[config.mk]
export PLATFORM = sky130hd
export DESIGN_NAME = lcd_arbiter_flat
export DESIGN_NICKNAME = d
export VERILOG_FILES = /design/src/rtl/lcd_pkg.sv /design/src/rtl/lcd_arbiter_if.sv /design/src/rtl/lcd_arbiter.sv /design/src/flat_wrapper.sv
export SDC_FILE = /design/constraint.sdc
export NUM_CORES = 1
export LEC_CHECK = 0
export CAP_MARGIN = 20
export CELL_PAD_IN_SITES_DETAIL_PLACEMENT = 0
export CELL_PAD_IN_SITES_GLOBAL_PLACEMENT = 1
export CORE_UTILIZATION = 29
export DETAILED_ROUTE_END_ITERATION = 12
export MAX_ROUTING_LAYER = met4
export PLACE_DENSITY_LB_ADDON = 0.1
export SLEW_MARGIN = 5
export SYNTH_ARGS = -nofsm -noshare
export SYNTH_HDL_FRONTEND = slang
export SYNTH_SLANG_ARGS = --single-unit
[constraint.sdc]
create_clock -name CLK -period 1.8 [get_ports CLK]
set_input_delay 0.18 -clock CLK [delete_from_list [all_inputs] [get_ports CLK]]
set_output_delay 0.18 -clock CLK [all_outputs]
set_load 0.005 [all_outputs]
[src/rtl/lcd_pkg.sv]
// Shared LCD definitions: arbiter state encoding, LCD buffer geometry and
// the width of the arbiter idle timer. Other LCD blocks import this package.
package lcd_pkg;

  localparam int COL_W   = 4;
  localparam int CHAR_W  = 8;
  localparam int TIMER_W = 8;

  typedef enum logic [1:0] {
    INIT  = 2'd0,
    IDLE  = 2'd1,
    GRANT = 2'd2,
    FLUSH = 2'd3
  } lcd_state_t;

  typedef logic [TIMER_W-1:0] lcd_timer_t;

endpackage

[src/rtl/lcd_arbiter_if.sv]
// Bus bundle between the two LCD clients, the arbiter and the LCD controller.
// The slave modport is the arbiter's view; master is the view of whatever
// drives the clients and the controller status.
interface lcd_arbiter_if;
  import lcd_pkg::*;

  logic              c0_req;
  logic              c1_req;
  logic              c0_gnt;
  logic              c1_gnt;

  logic              c0_row;
  logic              c1_row;
  logic [COL_W-1:0]  c0_col;
  logic [COL_W-1:0]  c1_col;
  logic [CHAR_W-1:0] c0_char;
  logic [CHAR_W-1:0] c1_char;
  logic              c0_we;
  logic              c1_we;
  logic              c0_update;
  logic              c1_update;

  logic              lcd_row;
  logic [COL_W-1:0]  lcd_col;
  logic [CHAR_W-1:0] lcd_char;
  logic              lcd_we;
  logic              update;
  logic              lcd_busy;

  modport slave (
    input  c0_req, c1_req,
    input  c0_row, c1_row, c0_col, c1_col, c0_char, c1_char,
    input  c0_we, c1_we, c0_update, c1_update,
    input  lcd_busy,
    output c0_gnt, c1_gnt,
    output lcd_row, lcd_col, lcd_char, lcd_we, update
  );

  modport master (
    output c0_req, c1_req,
    output c0_row, c1_row, c0_col, c1_col, c0_char, c1_char,
    output c0_we, c1_we, c0_update, c1_update,
    output lcd_busy,
    input  c0_gnt, c1_gnt,
    input  lcd_row, lcd_col, lcd_char, lcd_we, update
  );

endinterface

[src/rtl/lcd_arbiter.sv]
// Two-client LCD arbiter. One client at a time owns the LCD buffer write
// port; a session ends with the owner's update pulse, with the owner dropping
// its request, or with an arbiter-generated update after TIMEOUT idle cycles.
// Ties are broken round-robin against the last owner.
module lcd_arbiter
  import lcd_pkg::*;
#(
  parameter int unsigned TIMEOUT = 255
) (
  input  logic          CLK,
  input  logic          RST,
  lcd_arbiter_if.slave  bus
);

  localparam lcd_timer_t TIMEOUT_VAL = lcd_timer_t'(TIMEOUT);

  lcd_state_t state;
  lcd_state_t next_state;
  logic       owner;
  logic       next_owner;
  logic       last_owner;
  logic       next_last_owner;
  lcd_timer_t timer;
  lcd_timer_t next_timer;
  logic       c0_gnt_q;
  logic       c1_gnt_q;

  logic              pick;
  logic              owner_req;
  logic              owner_row;
  logic [COL_W-1:0]  owner_col;
  logic [CHAR_W-1:0] owner_char;
  logic              owner_we;
  logic              owner_update;
  logic              timeout_hit;

  logic              out_row;
  logic [COL_W-1:0]  out_col;
  logic [CHAR_W-1:0] out_char;
  logic              out_we;
  logic              out_update;

  // Round-robin pick: a lone requester wins, a tie goes to the client that
  // did not own the port last time.
  assign pick = (bus.c0_req && bus.c1_req) ? ~last_owner : bus.c1_req;

  // Current owner's signals, selected once and shared by control and datapath.
  assign owner_req    = owner ? bus.c1_req    : bus.c0_req;
  assign owner_row    = owner ? bus.c1_row    : bus.c0_row;
  assign owner_col    = owner ? bus.c1_col    : bus.c0_col;
  assign owner_char   = owner ? bus.c1_char   : bus.c0_char;
  assign owner_we     = owner ? bus.c1_we     : bus.c0_we;
  assign owner_update = owner ? bus.c1_update : bus.c0_update;

  // The timer is compared in its registered form, so a write in the very
  // cycle the limit is reached does not cancel the forced release.
  assign timeout_hit = (state == GRANT) && (timer == TIMEOUT_VAL);

  // Next-state, owner selection and idle-timer bookkeeping.
  always_comb begin
    next_state      = state;
    next_owner      = owner;
    next_last_owner = last_owner;
    next_timer      = timer;
    case (state)
      INIT: begin
        if (!bus.lcd_busy) begin
          next_state = IDLE;
        end
      end
      IDLE: begin
        if (bus.c0_req || bus.c1_req) begin
          next_state      = GRANT;
          next_owner      = pick;
          next_last_owner = pick;
          next_timer      = '0;
        end
      end
      GRANT: begin
        if (owner_we) begin
          next_timer = '0;
        end else if (timer != {TIMER_W{1'b1}}) begin
          next_timer = timer + lcd_timer_t'(1);
        end
        if (owner_update || timeout_hit) begin
          next_state = FLUSH;
        end else if (!owner_req) begin
          next_state = IDLE;
        end
      end
      FLUSH: begin
        if (!bus.lcd_busy) begin
          next_state = IDLE;
        end
      end
      default: begin
        next_state = INIT;
      end
    endcase
  end

  // State, owner, timer and registered grant flops with asynchronous reset.
  always_ff @(posedge CLK or negedge RST) begin
    if (!RST) begin
      state      <= INIT;
      owner      <= 1'b0;
      last_owner <= 1'b1;
      timer      <= '0;
      c0_gnt_q   <= 1'b0;
      c1_gnt_q   <= 1'b0;
    end else begin
      state      <= next_state;
      owner      <= next_owner;
      last_owner <= next_last_owner;
      timer      <= next_timer;
      c0_gnt_q   <= (next_state == GRANT) && !next_owner;
      c1_gnt_q   <= (next_state == GRANT) &&  next_owner;
    end
  end

  // LCD write port: transparent path from the owner during a session,
  // quiet zeros in every other state.
  always_comb begin
    out_row    = 1'b0;
    out_col    = '0;
    out_char   = '0;
    out_we     = 1'b0;
    out_update = 1'b0;
    if (state == GRANT) begin
      out_row    = owner_row;
      out_col    = owner_col;
      out_char   = owner_char;
      out_we     = owner_we;
      out_update = owner_update || timeout_hit;
    end
  end

  assign bus.c0_gnt   = c0_gnt_q;
  assign bus.c1_gnt   = c1_gnt_q;
  assign bus.lcd_row  = out_row;
  assign bus.lcd_col  = out_col;
  assign bus.lcd_char = out_char;
  assign bus.lcd_we   = out_we;
  assign bus.update   = out_update;

endmodule

[src/flat_wrapper.sv]
// flat-port wrapper written by rule: the top's interface ports become plain ports
module lcd_arbiter_flat import lcd_pkg::*;
#(
  parameter int unsigned TIMEOUT = 255
)
  (CLK, RST, bus_c0_req, bus_c1_req, bus_c0_row, bus_c1_row, bus_c0_col, bus_c1_col, bus_c0_char, bus_c1_char, bus_c0_we, bus_c1_we, bus_c0_update, bus_c1_update, bus_lcd_busy, bus_c0_gnt, bus_c1_gnt, bus_lcd_row, bus_lcd_col, bus_lcd_char, bus_lcd_we, bus_update);
  lcd_arbiter_if bus_i ();
  input  logic CLK;
  input  logic RST;
  input wire logic [$bits(bus_i.c0_req)-1:0] bus_c0_req;
  input wire logic [$bits(bus_i.c1_req)-1:0] bus_c1_req;
  input wire logic [$bits(bus_i.c0_row)-1:0] bus_c0_row;
  input wire logic [$bits(bus_i.c1_row)-1:0] bus_c1_row;
  input wire logic [$bits(bus_i.c0_col)-1:0] bus_c0_col;
  input wire logic [$bits(bus_i.c1_col)-1:0] bus_c1_col;
  input wire logic [$bits(bus_i.c0_char)-1:0] bus_c0_char;
  input wire logic [$bits(bus_i.c1_char)-1:0] bus_c1_char;
  input wire logic [$bits(bus_i.c0_we)-1:0] bus_c0_we;
  input wire logic [$bits(bus_i.c1_we)-1:0] bus_c1_we;
  input wire logic [$bits(bus_i.c0_update)-1:0] bus_c0_update;
  input wire logic [$bits(bus_i.c1_update)-1:0] bus_c1_update;
  input wire logic [$bits(bus_i.lcd_busy)-1:0] bus_lcd_busy;
  output wire logic [$bits(bus_i.c0_gnt)-1:0] bus_c0_gnt;
  output wire logic [$bits(bus_i.c1_gnt)-1:0] bus_c1_gnt;
  output wire logic [$bits(bus_i.lcd_row)-1:0] bus_lcd_row;
  output wire logic [$bits(bus_i.lcd_col)-1:0] bus_lcd_col;
  output wire logic [$bits(bus_i.lcd_char)-1:0] bus_lcd_char;
  output wire logic [$bits(bus_i.lcd_we)-1:0] bus_lcd_we;
  output wire logic [$bits(bus_i.update)-1:0] bus_update;
  assign bus_i.c0_req = bus_c0_req;
  assign bus_i.c1_req = bus_c1_req;
  assign bus_i.c0_row = bus_c0_row;
  assign bus_i.c1_row = bus_c1_row;
  assign bus_i.c0_col = bus_c0_col;
  assign bus_i.c1_col = bus_c1_col;
  assign bus_i.c0_char = bus_c0_char;
  assign bus_i.c1_char = bus_c1_char;
  assign bus_i.c0_we = bus_c0_we;
  assign bus_i.c1_we = bus_c1_we;
  assign bus_i.c0_update = bus_c0_update;
  assign bus_i.c1_update = bus_c1_update;
  assign bus_i.lcd_busy = bus_lcd_busy;
  assign bus_c0_gnt = bus_i.c0_gnt;
  assign bus_c1_gnt = bus_i.c1_gnt;
  assign bus_lcd_row = bus_i.lcd_row;
  assign bus_lcd_col = bus_i.lcd_col;
  assign bus_lcd_char = bus_i.lcd_char;
  assign bus_lcd_we = bus_i.lcd_we;
  assign bus_update = bus_i.update;
  lcd_arbiter #(.TIMEOUT(TIMEOUT)) u_core (.CLK(CLK), .RST(RST), .bus(bus_i));
endmodule
Word-level counts from Yosys, hierarchy flattened
Cells that the tools add are included.
- word-level logic and storage cells: 51
- register bits: 14
- output and inout port bits: 17
- add/subtract/negate cells: 1
- muxes and demuxes: 23
- reductions and logical operators: 12
- bitwise gates (word level): 1
- equality and inequality tests: 8
- operator list (kind ; count):
    8-bit two-way mux ; 5
    8-bit one-hot mux with 2 select lines ; 1
    1-bit two-way mux ; 10
    8-bit by 1-bit adder with 8-bit output, second input constant ; 1
    8-bit == test, second input constant ; 1
    2-bit two-way mux ; 4
    4-bit two-way mux ; 2
    8-bit inequality test, second input constant ; 1
    2-bit == test, second input constant ; 3
    2-bit one-hot mux with 3 select lines ; 1
    1-bit logical AND ; 4
    3-bit by 1-bit inequality test with 1-bit output, second input constant ; 1
    3-bit AND reduction ; 1
    2-bit by 1-bit == test with 1-bit output, second input constant ; 1
    2-bit logical NOT ; 1
    1-bit logical OR ; 2
    2-bit by 1-bit inequality test with 1-bit output, second input constant ; 1
    2-bit AND reduction ; 1
    2-bit nonzero test ; 1
    2-bit OR reduction ; 1
    1-bit logical NOT ; 1
    1-bit NOT ; 1

Logic depth before layout (Yosys ltp)
Gate-level depths: netlist of the first run.
- depth after elaboration: 7
- mapped depth: 7
- depth with buffers taken out: 6

Worst setup path before layout of the first run
Ideal clock, no wire load.
- path kind: reg2reg
- start point: register u_core.state[0]
- end point: register u_core.c1_gnt_q, in the netlist u_core.bus.c1_gnt
- required time: 1.706 ns
- path buffers: 0
- arrival time: 1.529 ns
- setup slack: 0.177 ns
- stages on the path, launching flop included: 7
- cell sequence: dfrtp_1 -> inv_1 -> ha_1 -> o21a_1 -> a2111oi_2 -> a32oi_1 -> a211oi_1
- word-level cells in the longest chain between the ends: 7
- elaborated cells on any way between the ends: 15
- classes of those cells: eq/ne (4); mux (6); reduce/logical (5)
- ends and longest elaborated chain (element ; line ; source):
    start: declaration ; lcd_arbiter.sv:17 ; lcd_state_t state;
    start signal: assignment ; lcd_arbiter.sv:112 ; state <= next_state;
    2-bit == test ; lcd_arbiter.sv:57, lcd_arbiter.sv:65 ;
    1-bit logical AND ; lcd_arbiter.sv:57 ; assign timeout_hit = (state == GRANT) && (timer == TIMEOUT_VAL);
    1-bit logical OR ; lcd_arbiter.sv:85 ; if (owner_update || timeout_hit) begin
    2-bit two-way mux ; lcd_arbiter.sv:85 ;
    2-bit one-hot mux with 3 select lines (*) ; lcd_arbiter.sv:65 ; case (state)
    net u_core.next_state[0] ; lcd_arbiter.sv:18 ; lcd_state_t next_state;
    2-bit == test (*) ; lcd_arbiter.sv:117 ; c1_gnt_q <= (next_state == GRANT) && next_owner;
    1-bit logical AND (*) ; lcd_arbiter.sv:117 ;
    end signal: assignment ; lcd_arbiter.sv:117 ;
    end: declaration ; lcd_arbiter.sv:26 ; logic c1_gnt_q;
The timed path passes the listed nets; every way through them passes the cells marked *.
A chain may end at the register's enable or synchronous reset.

Worst setup path after layout of the first run
- start point: register u_core.state[1]
- end point: register u_core.state[0]
- word-level cells in the longest chain between the ends: 5
- elaborated cells on any way between the ends: 9
- classes of those cells: eq/ne (3); mux (2); reduce/logical (4)
- ends and longest elaborated chain (element ; line):
    2-bit == test ; lcd_arbiter.sv:57, lcd_arbiter.sv:65
    1-bit logical AND ; lcd_arbiter.sv:57
    1-bit logical OR ; lcd_arbiter.sv:85
    2-bit two-way mux ; lcd_arbiter.sv:85
    2-bit one-hot mux with 3 select lines (*) ; lcd_arbiter.sv:65
    net u_core.next_state[0] ; lcd_arbiter.sv:18
Marked as above.

==> results.json, run 1 <==
{
  "crit_buf_inv": 2,
  "ant_nets": 0,
  "p_int_w": 0.00141,
  "p_sw_w": 0.000868,
  "clock_path_buffers": 2,
  "slew_headroom_pct": 56.8,
  "min_period_ns": 1.73,
  "ys_ff_latch": 14,
  "cp_max_fo": 3,
  "htree_num_levels": 1,
  "status": "finished clean",
  "rrSetupSlack_ns": 0.07,
  "power_frac_seq_pct": 20.1,
  "num_io_pins": 52,
  "synthMuxAreaShare_pct": 15.6,
  "synth_compound_area_share_pct": 17.9,
  "stdcell_area_um2": 1830,
  "vias": 1147,
  "seq_area_frac_synth_pct": 31.9,
  "hold_buffers": 0,
  "crit_family": "compound AO/OA/AOI/OAI gates",
  "cts_root_buf": "clkbuf_8",
  "drtPass1Iterations": 4,
  "clockPowerShare_pct": 13.3,
  "worst_pin_slew_ns": 0.645,
  "avgRoutedWirePerCell_um": 12.9,
  "fin_crit_sh_pct": 96.1,
  "grt_antenna_before_repair": 0,
  "comb_power_share_pct": 66.6,
  "critPathMaxStageDelay_ns": 0.42,
  "grt_start_max_net_pins": 16,
  "worstPathRequired_ns": 1.94,
  "via_per_inst": 4.97,
  "antenna_cells": 0,
  "syn_to_final_growth_pct": 65.8,
  "critPathKind": "flip-flop to flip-flop",
  "critPathCaptureType": "flip-flop",
  "synth.cell_area_um2": 1100,
  "p_leak_nw": 0.819,
  "clk_pin_slew_worst_paths_ns": 0.06,
  "netlist_instances": 121,
  "drt-total-wl_um": 2990,
  "critPathSlowestCell": "dfrtp_1",
  "placementRows": 22,
  "hold_class": "input port to async pin",
  "route.detailed.drc": 0,
  "fmax_ghz": 0.578,
  "setup_violations": 0,
  "finalHoldViolCount": 0,
  "drv_cap": 0,
  "path_common_cell": "buf_4",
  "layout.nets": 223,
  "synthAdderAreaFrac_pct": 4.54,
  "startpoint_type": "flip-flop",
  "placeableCoreArea_um2": 3660,
  "numCtsBuffers": 3,
  "cts_tree": "done",
  "synth_nets": 160,
  "syn_avg_cell_area_um2": 9.11,
  "start_util_pct": 30.1,
  "placed_area_um2": 1710,
  "slew_viol_final": 0,
  "synth-simple-area-share_pct": 25.0,
  "grt_usage_pct": 15.8,
  "drive_above_1_share_pct": 16.9,
  "synth_top_family_by_area": "simple AND/OR/NAND/NOR gates",
  "crit_path_cell_trace": "ha_4, buf_4, o21a_1, a2111oi_2, a32oi_2, buf_4",
  "die_area_um2": 4050,
  "clk_latency_ns": 0.24,
  "dp_slack_ns": 0.0129,
  "fin_worst_skew_ns": 0.00420,
  "overflow": 0,
  "grt_pass1_vias": 1109,
  "setup_ws_ns": 0.0709,
  "clock_sinks": 14,
  "drt_iter0_drc": 36,
  "cp.arrival_ns": 1.87,
  "swShare_pct": 38.1,
  "die_h_um": 63.7,
  "grt_first_pass_wirelength_um": 5030,
  "power.density_nw_per_um2": 1250,
  "fin_util_pct": 49.9,
  "place_congestion": 0.872,
  "ys_types": 36,
  "io_buffer_count": 51,
  "yosys_warnings": 0,
  "synth_xor_area_share_pct": 0,
  "ir_worst_vdd_mv": 0.807,
  "dp_hpwl_um": 2290,
  "tns_ns": 0,
  "die_w_um": 63.7
}
==> area by class of cell <==
class                      instances  area (um2)
fill                             355        1830
tap                               48        60.1
clock buffer                       4        55.1
inverter                           6        22.5
sequential                        14         353
multi-input combinational         95         737
timing repair buffer              64         601
==> logic make-up after synthesis <==
logic type	after synthesis
fa+ha+maj	4
mux	17
buf+inv	12
compound gates	25
simple gates	49
flops	14
==> metrics by stage <==
stage / hold WS [ns] / power (W) / cells
final: 0.335 / 0.00228 / 231
after floorplan: -0.116 / 0.00135 / 121
after detailed placement: 0.523 / 0.00187 / 224
after global placement: 0.518 / 0.00186 / 224
after global routing: 0.390 / 0.00248 / 231
after CTS: 0.371 / 0.00217 / 229
==> routing by layer <==
| layer | GRT usage [%] | part of all wire [%] | up-vias | wire (um) |
|---|---|---|---|---|
| met3 | 3.80 | 9.8 | 0 | 292 |
| met1 | 19.4 | 45 | 527 | 1350 |
| met5 | - | 0 | - | 0 |
| li1 | - | - | 570 | - |
| met2 | 25.5 | 45 | 50 | 1350 |
| met4 | 4.26 | 0 | 0 | 0 |
==> cells in the mapped netlist <==
master      n  share of area (%)
mux2i_1    16                 15
nor2b_1    14                7.9
dfrtp_1    13                 30
nand2_1    10                3.4
inv_1       6                2.0
nand3_1     5                2.3
ha_1        4                4.5
nand4_1     4                2.3
nor2_1      4                1.4
o211ai_1    4                2.7
a21oi_1     3                1.4
a32o_1      3                2.7
buf_2       3                1.4
o21ai_0     3                1.4
a211oi_1    2                1.4
and2_1      2                1.1
and3_1      2                1.1
clkbuf_1    2               0.68
nand2b_1    2                1.1
nor3_1      2               0.91
o2bb2ai_1   2                1.6
a2111oi_2   1                1.4
a21o_1      1               0.68
a31oi_1     1               0.57
a32oi_1     1               0.79
and2_4      1               0.79
and2b_1     1               0.68
and4_1      1               0.79
buf_6       1                1.0
dfstp_2     1                2.4
mux2_2      1                1.0
nand4_2     1                1.1
o211a_1     1               0.91
o21a_1      1               0.68
o221a_2     1                1.0
o221ai_1    1               0.79
==> worst paths after layout <==
path	start	end	depth (start not counted)
setup / recovery	u_core.state[1]	u_core.state[0]	6
hold / removal	RST	u_core.timer[7]	1
setup reg to reg	u_core.state[1]	u_core.state[0]	6
hold reg to reg	u_core.last_owner	u_core.last_owner	2
max in group asynchronous	RST	u_core.owner	1
min in group CLK	u_core.last_owner	u_core.last_owner	2
==> power by group through the flow <==
stage / clock [W] / combinational [W] / sequential, W
2_1_floorplan: 0 / 0.000909 / 0.000437
3_3_place_gp: 0 / 0.00140 / 0.000454
3_5_place_dp: 0 / 0.00141 / 0.000455
4_1_cts: 0.000318 / 0.00140 / 0.000456
5_1_grt: 0.000332 / 0.00168 / 0.000470
6_report: 0.000304 / 0.00152 / 0.000458
==> timing repair <==
item,CTS,global route
resized for setup,22,5
setup buffers,1,2
pin swaps,0,1
endpoints found under the setup margin,15,3
==> layout by cell type (no fill, tap or decap), drive strengths merged, types with 4 or more instances in the layout <==
cell           instances
buf                   13
clkbuf                 4
clkdlybuf4s50         36
dfrtp                 13
dlygate4sd2           15
ha                     4
inv                    6
mux2i                 16
nand2                 10
nand3                  5
nand4                  5
nor2                   4
nor2b                 14
o211ai                 4
==> sequential cells by signal, summed over array words and instances (netlist names) <==
register	cells
u_core.last_owner	1
u_core.owner	1
u_core.timer	8
u_core.state	2
u_core.bus.c1_gnt	1
u_core.bus.c0_gnt	1
No activity file was read; power rests on OpenSTA's default activity.
==> run 2, diff against run 1 <==
- CTS_CLUSTER_DIAMETER: not set -> 50
==> results of run 2 <==
The final DEF is identical to that of run 1; final timing and power are the same.
